--- config.mk ---
export PLATFORM = sky130hd
export DESIGN_NAME = pipelined_adder
export DESIGN_NICKNAME = d
export VERILOG_FILES = /design/src/rtl/pipelined_adder.sv
export SDC_FILE = /design/constraint.sdc
export NUM_CORES = 1
export LEC_CHECK = 0
export CAP_MARGIN = 10
export CORE_UTILIZATION = 51
export DETAILED_ROUTE_END_ITERATION = 10
export PLACE_DENSITY = 0.81
export SYNTH_ARGS = -nofsm -noshare
export SYNTH_HDL_FRONTEND = slang
export SYNTH_SLANG_ARGS = --single-unit
--- constraint.sdc ---
create_clock -name clk -period 3.69 [get_ports clk]
set_clock_uncertainty 0.05 [all_clocks]
set_input_delay 0.738 -clock clk [delete_from_list [all_inputs] [get_ports clk]]
set_output_delay 0.738 -clock clk [all_outputs]
set_load 0.01 [all_outputs]
--- src/rtl/pipelined_adder.sv ---
// rtl/pipelined_adder.sv - chunked carry-pipelined adder/subtractor with valid/ready handshake
// Optional feature macro: PIPELINED_ADDER_SAT_EN (signed saturation on sat=1 beats).
module pipelined_adder #(
  parameter int WIDTH  = 32,
  parameter int STAGES = 2
) (
  input  logic             clk,
  input  logic             reset,
  input  logic             in_valid,
  output logic             in_ready,
  input  logic [WIDTH-1:0] in1,
  input  logic [WIDTH-1:0] in2,
  input  logic             sub,
  input  logic             sat,
  output logic             out_valid,
  input  logic             out_ready,
  output logic [WIDTH-1:0] adderOut,
  output logic             carry,
  output logic             overflow,
  output logic             zero
);

  localparam int CW   = WIDTH / STAGES;
  localparam int LAST = STAGES - 1;

  // Reject configurations the chunked datapath cannot represent.
  generate
    if ((WIDTH % STAGES) != 0) begin : g_bad_split
      $error("pipelined_adder: WIDTH must be divisible by STAGES");
    end
    if (WIDTH < 8 || WIDTH > 64 || STAGES < 1 || STAGES > 8) begin : g_bad_range
      $error("pipelined_adder: WIDTH or STAGES out of range");
    end
  endgenerate

  // Per-stage registers. opa_q/opb_q hold the operand chunks not yet added,
  // shifted down so the next chunk to add always sits at bits [CW-1:0].
  logic             vld_q [STAGES];
  logic             cy_q  [STAGES];
  logic [WIDTH-1:0] opa_q [STAGES];
  logic [WIDTH-1:0] opb_q [STAGES];
  logic [WIDTH-1:0] res_q [STAGES];
`ifdef PIPELINED_ADDER_SAT_EN
  logic             sat_q [STAGES];
`else
  logic             unused_sat;
  assign unused_sat = sat;
`endif
  logic             ovf_q;
  logic             zero_q;

  // The whole pipe moves as one shift register; it freezes only when the
  // output slot is occupied and the consumer is not taking it.
  logic advance;
  assign advance  = ~vld_q[LAST] | out_ready;
  assign in_ready = advance;

  for (genvar k = 0; k < STAGES; k++) begin : g_stage
    logic [WIDTH-1:0] a_in;
    logic [WIDTH-1:0] b_in;
    logic [WIDTH-1:0] r_in;
    logic             c_in;
    logic             v_in;
`ifdef PIPELINED_ADDER_SAT_EN
    logic             s_in;
`endif
    logic [CW:0]      csum;
    logic [WIDTH-1:0] raw_d;
    logic [WIDTH-1:0] res_d;
    logic [WIDTH-1:0] opa_d;
    logic [WIDTH-1:0] opb_d;

    if (k == 0) begin : g_head
      // Subtraction is a + ~b + 1; the +1 enters as the first chunk's carry-in.
      assign a_in = in1;
      assign b_in = sub ? ~in2 : in2;
      assign r_in = '0;
      assign c_in = sub;
      assign v_in = in_valid;
`ifdef PIPELINED_ADDER_SAT_EN
      assign s_in = sat;
`endif
    end else begin : g_body
      assign a_in = opa_q[k-1];
      assign b_in = opb_q[k-1];
      assign r_in = res_q[k-1];
      assign c_in = cy_q[k-1];
      assign v_in = vld_q[k-1];
`ifdef PIPELINED_ADDER_SAT_EN
      assign s_in = sat_q[k-1];
`endif
    end

    assign csum  = {1'b0, a_in[CW-1:0]} + {1'b0, b_in[CW-1:0]} + {{CW{1'b0}}, c_in};
    assign opa_d = a_in >> CW;
    assign opb_d = b_in >> CW;

    // Splice this stage's chunk sum into the partially built result.
    always_comb begin
      raw_d = r_in;
      raw_d[k*CW +: CW] = csum[CW-1:0];
    end

    if (k == LAST) begin : g_tail
      logic ovf_d;
      logic zero_d;

      // At the last stage a_in/b_in bit CW-1 are the original operand sign bits.
      assign ovf_d = (a_in[CW-1] == b_in[CW-1]) && (raw_d[WIDTH-1] != a_in[CW-1]);

`ifdef PIPELINED_ADDER_SAT_EN
      // Clamp toward the sign of the operands when the beat asked for it.
      always_comb begin
        res_d = raw_d;
        if (s_in && ovf_d) begin
          res_d = a_in[CW-1] ? {1'b1, {(WIDTH-1){1'b0}}} : {1'b0, {(WIDTH-1){1'b1}}};
        end
      end
`else
      assign res_d = raw_d;
`endif

      assign zero_d = (res_d == '0);

      // Result flags travel with the final result register.
      always_ff @(posedge clk or posedge reset) begin
        if (reset) begin
          ovf_q  <= 1'b0;
          zero_q <= 1'b0;
        end else if (advance && v_in) begin
          ovf_q  <= ovf_d;
          zero_q <= zero_d;
        end
      end
    end else begin : g_mid
      assign res_d = raw_d;
    end

    // Stage register: valid always shifts (bubbles included), data only with a real beat.
    always_ff @(posedge clk or posedge reset) begin
      if (reset) begin
        vld_q[k] <= 1'b0;
        cy_q[k]  <= 1'b0;
        opa_q[k] <= '0;
        opb_q[k] <= '0;
        res_q[k] <= '0;
`ifdef PIPELINED_ADDER_SAT_EN
        sat_q[k] <= 1'b0;
`endif
      end else if (advance) begin
        vld_q[k] <= v_in;
        if (v_in) begin
          cy_q[k]  <= csum[CW];
          opa_q[k] <= opa_d;
          opb_q[k] <= opb_d;
          res_q[k] <= res_d;
`ifdef PIPELINED_ADDER_SAT_EN
          sat_q[k] <= s_in;
`endif
        end
      end
    end
  end

  assign out_valid = vld_q[LAST];
  assign adderOut  = res_q[LAST];
  assign carry     = cy_q[LAST];
  assign overflow  = ovf_q;
  assign zero      = zero_q;

endmodule

==> run_results.csv <==
group,metric,value,unit
clock_tree,numCtsBuffers,9,
setup_path,end_kind,"flop",
synth,syn_avg_cell_area,10.7,µm²
setup_path,cp_top_family,"compound AO/OA/AOI/OAI gates",
floorplanning,io_pins,107,
sta,setup_viol,0,
synth,synth_seq_cells,86,
floorplanning,core_area,8850,µm²
setup_path,cp-start-kind,"input port",
layout,drive_gt1_share,14.1,%
route,ant_nets,0,
grt,antenna_found_initial,0,
setup_path,cp_slowest_cell,"clkdlybuf4s50_1",
synth,ys_seq_area_share,45.3,%
floorplanning,start_util,53.6,%
pwr,powerDensity,614,nW/µm²
clock_tree,cts_tree,"built",
route,vias,3665,
synth,synth_top_cell_area_share,45.3,%
layout,fill_cells,693,
synth,synth.distinct_cells,40,
floorplanning,die_height,98.5,µm
grt,gr-total-overflow,0,
grt,grt_use_total,21.6,%
synth,synth_top_cell_by_area,"dfrtp_1",
synth,syn-instance-count,445,
route,via_per_inst,5.48,
grt,grt_max_degree,60,
sta,tns,0,ns
setup_path,cpPeakStageDelay,0.47,ns
clock_tree,ctsResizeCount,0,
synth,syn_area,4750,µm²
placed_design,gp_congestion,0.892,
sta,slew_violations,0,
layout,diodes,0,
clock_tree,cts.path.max_buffers,2,
floorplanning,die_area,9700,µm²
clock_tree,htreeDepth,3,
synth,syn-num-nets,548,
clock_tree,clk_pin_slew,0.09,ns
setup_path,critical_path_class,"in -> reg",
placed_design,dpl.hpwl,7630,µm
grt,grt_pass1_vias,3738,
floorplanning,dieWidth,98.5,µm
synth,synthTopCellsByArea,"dfrtp_1 45%, mux2_2 10%, ha_1 7.9%",
synth,synth_warnings,0,
clock_tree,cts_hold_buf,0,
clock_tree,clk_latency,0.34,ns
setup_path,critical_path_arrival,3.64,ns
setup_path,worstPathCellList,"clkdlybuf4s50_1, xor2_1, ha_1, and3_1, a221o_1, o311ai_2, a31oi_1, or4_1, a31oi_1, xor2_1, o21ai_1",
sta,tightestPinTransition,0.992,ns
route,first_pass_iters,10,
setup_path,worstPathRequired,3.86,ns
sta,max_freq,0.288,GHz
run_status,outcome,"complete, but fails checks",
sta,finalCriticalPeriod,3.47,ns
pwr,power,0.00380,W
sta,timing.final.crit_share,94.0,%
placed_design,port_buffers,105,
layout,regArea,2150,µm²
setup_path,crit_path_max_fanout,3,
sta,relSlewSlack,33.8,%
pwr,p_leak,2.69,nW
clock_tree,post_cts_buffers,0,
floorplanning,rows,34,
sta,finalHoldViolCount,0,
route,wirelength,10000,µm
route,drc,6,
hold_path,hp-class,"reg -> reg",
run_status,violations,"design-rule violations",
clock_tree,cts.sinks,86,
clock_tree,ctsRootBufferMaster,"clkbuf_8",
layout,synthToLayoutAreaGrowth,30.4,%
flow_run,maxCapViolations,0,
route,drtIter0Drc,136,
route,wl_per_cell,14.9,µm
layout,finalNetCount,659,
grt,grt_pass1_wl,16700,µm
setup_path,cp_num_buf_inv,1,
layout,multi_input_area,2510,µm²
sta,rsz0062_at_grt,"no",
pwr,peakVddDrop,0.000224,V
sta,whs,0.433,ns
## power breakdown
| part | leakage (nW) | internal [W] | switching, W |
|---|---|---|---|
| Combinational | 1.54 | 0.000878 | 0.000724 |
| Clock | 0.110 | 0.000405 | 0.000346 |
| Sequential | 1.04 | 0.00125 | 0.000196 |
## cells in the mapped netlist
| cell type | number |
|---|---|
| a211oi_1 | 5 |
| a21boi_0 | 1 |
| a21o_1 | 9 |
| a21oi_1 | 18 |
| a221o_1 | 1 |
| a22oi_1 | 1 |
| a31o_2 | 2 |
| a31oi_1 | 6 |
| a32o_1 | 1 |
| and2_1 | 1 |
| and3_1 | 4 |
| and4_1 | 1 |
| buf_1 | 4 |
| clkbuf_1 | 13 |
| dfrtp_1 | 86 |
| fa_1 | 3 |
| ha_1 | 30 |
| inv_1 | 5 |
| mux2_2 | 44 |
| nand2_1 | 47 |
| nand2b_1 | 3 |
| nand3_1 | 3 |
| nand3b_1 | 1 |
| nand4_1 | 2 |
| nor2_1 | 12 |
| nor2b_1 | 2 |
| nor3_1 | 10 |
| nor4_1 | 8 |
| o211ai_1 | 1 |
| o21a_1 | 2 |
| o21ai_0 | 50 |
| o21ai_1 | 1 |
| o21bai_1 | 3 |
| o311ai_2 | 1 |
| o31ai_1 | 1 |
| or2_2 | 1 |
| or3_1 | 1 |
| or4_1 | 2 |
| xnor2_1 | 29 |
| xor2_1 | 30 |
## metrics by stage
stage / instances / worst slack, ns / area, µm² / utilization, %
floorplan: 445 / 0.136 / 4750 / -
global placement: 653 / 0.0168 / 5960 / 67.3
detailed placement: 653 / -0.0937 / 5960 / 67.3
CTS: 669 / 0.273 / 6190 / 69.9
global route: 669 / 0.0715 / 6190 / 69.9
finish: 669 / 0.220 / 6190 / 69.9
## worst register-to-register path, delay by kind of cell, from the launching register on
family	cells	cell delay [ns]
adder cells (fa/ha/maj)	2	0.98
AO/OA/AOI/OAI	4	0.96
AND/OR/NAND/NOR	3	0.80
flip-flops	1	0.41
XOR/XNOR	1	0.11
## placed cells by master (no fill, tap or decap), types with 2 or more instances in the layout
master | Yosys | routed
nor4_1 | 8 | 8
o21a_1 | 2 | 2
xor2_1 | 30 | 30
a31o_2 | 2 | 2
nor2b_1 | 2 | 2
clkdlybuf4s50_1 | 0 | 104
clkbuf_8 | 0 | 10
or4_1 | 2 | 2
fa_1 | 3 | 3
nand2_1 | 47 | 46
buf_4 | 0 | 12
o21ai_0 | 50 | 50
a21oi_1 | 18 | 18
xnor2_1 | 29 | 29
mux2_2 | 44 | 44
nand4_1 | 2 | 2
nor3_1 | 10 | 10
ha_1 | 30 | 30
nand3_1 | 3 | 3
a21o_1 | 9 | 9
clkinvlp_4 | 0 | 2
a211oi_1 | 5 | 5
o21bai_1 | 3 | 3
and3_1 | 4 | 4
dfrtp_1 | 86 | 86
a31oi_1 | 6 | 6
nor2_1 | 12 | 12
inv_6 | 0 | 2
bufinv_16 | 0 | 2
nand2b_1 | 3 | 3
inv_1 | 5 | 4
## logic make-up after synthesis
group / synth area share (%)
DFF: 45.3
xor gates and xnor gates: 10.9
AOI/OAI and AO/OA: 12.8
adders and majority gates: 9.17
buffers and inverters: 1.74
muxes: 10.4
and+or+nand+nor: 9.59
## registers in the layout (all words and copies together), names as in the netlist, 16 cells and up
name / cells
adderOut: 32
g_stage.a_in: 16
g_stage.b_in: 16
g_stage.r_in: 16
## area by class of cell
type	instances	area share [%]
Sequential cell	86	34.8
Clock inverter	6	1.50
Tap cell	108	2.18
Inverter	5	0.323
Clock buffer	10	2.22
Multi-Input combinational cell	337	40.6
Timing Repair Buffer	117	18.4
## path summary, 6_finish.rpt
path                                    start             endpoint  slack, ns  depth (start not counted)
min reg2reg                      adderOut[25]         adderOut[25]       0.43                          2
max in group asynchronous               reset             overflow       1.92                          3
max                                    in2[1]  g_stage[1].r_in[15]       0.22                         11
max reg2reg                g_stage[1].a_in[0]                 zero       0.32                         10
min in group asynchronous               reset   g_stage[1].r_in[2]       0.86                          2
min                              adderOut[25]         adderOut[25]       0.43                          2
## metal layers
metal / GRT usage (%) / up-vias / share of wire [%] / wire, µm
li1: - / 1805 / - / -
met3: 3.76 / 17 / 4.8 / 482
met1: 26.8 / 1732 / 44 / 4370
met5: 0 / - / 0 / 0
met2: 37.8 / 111 / 50 / 4970
met4: 8.27 / 0 / 1.8 / 177
Power figures use the tool's default switching activity.
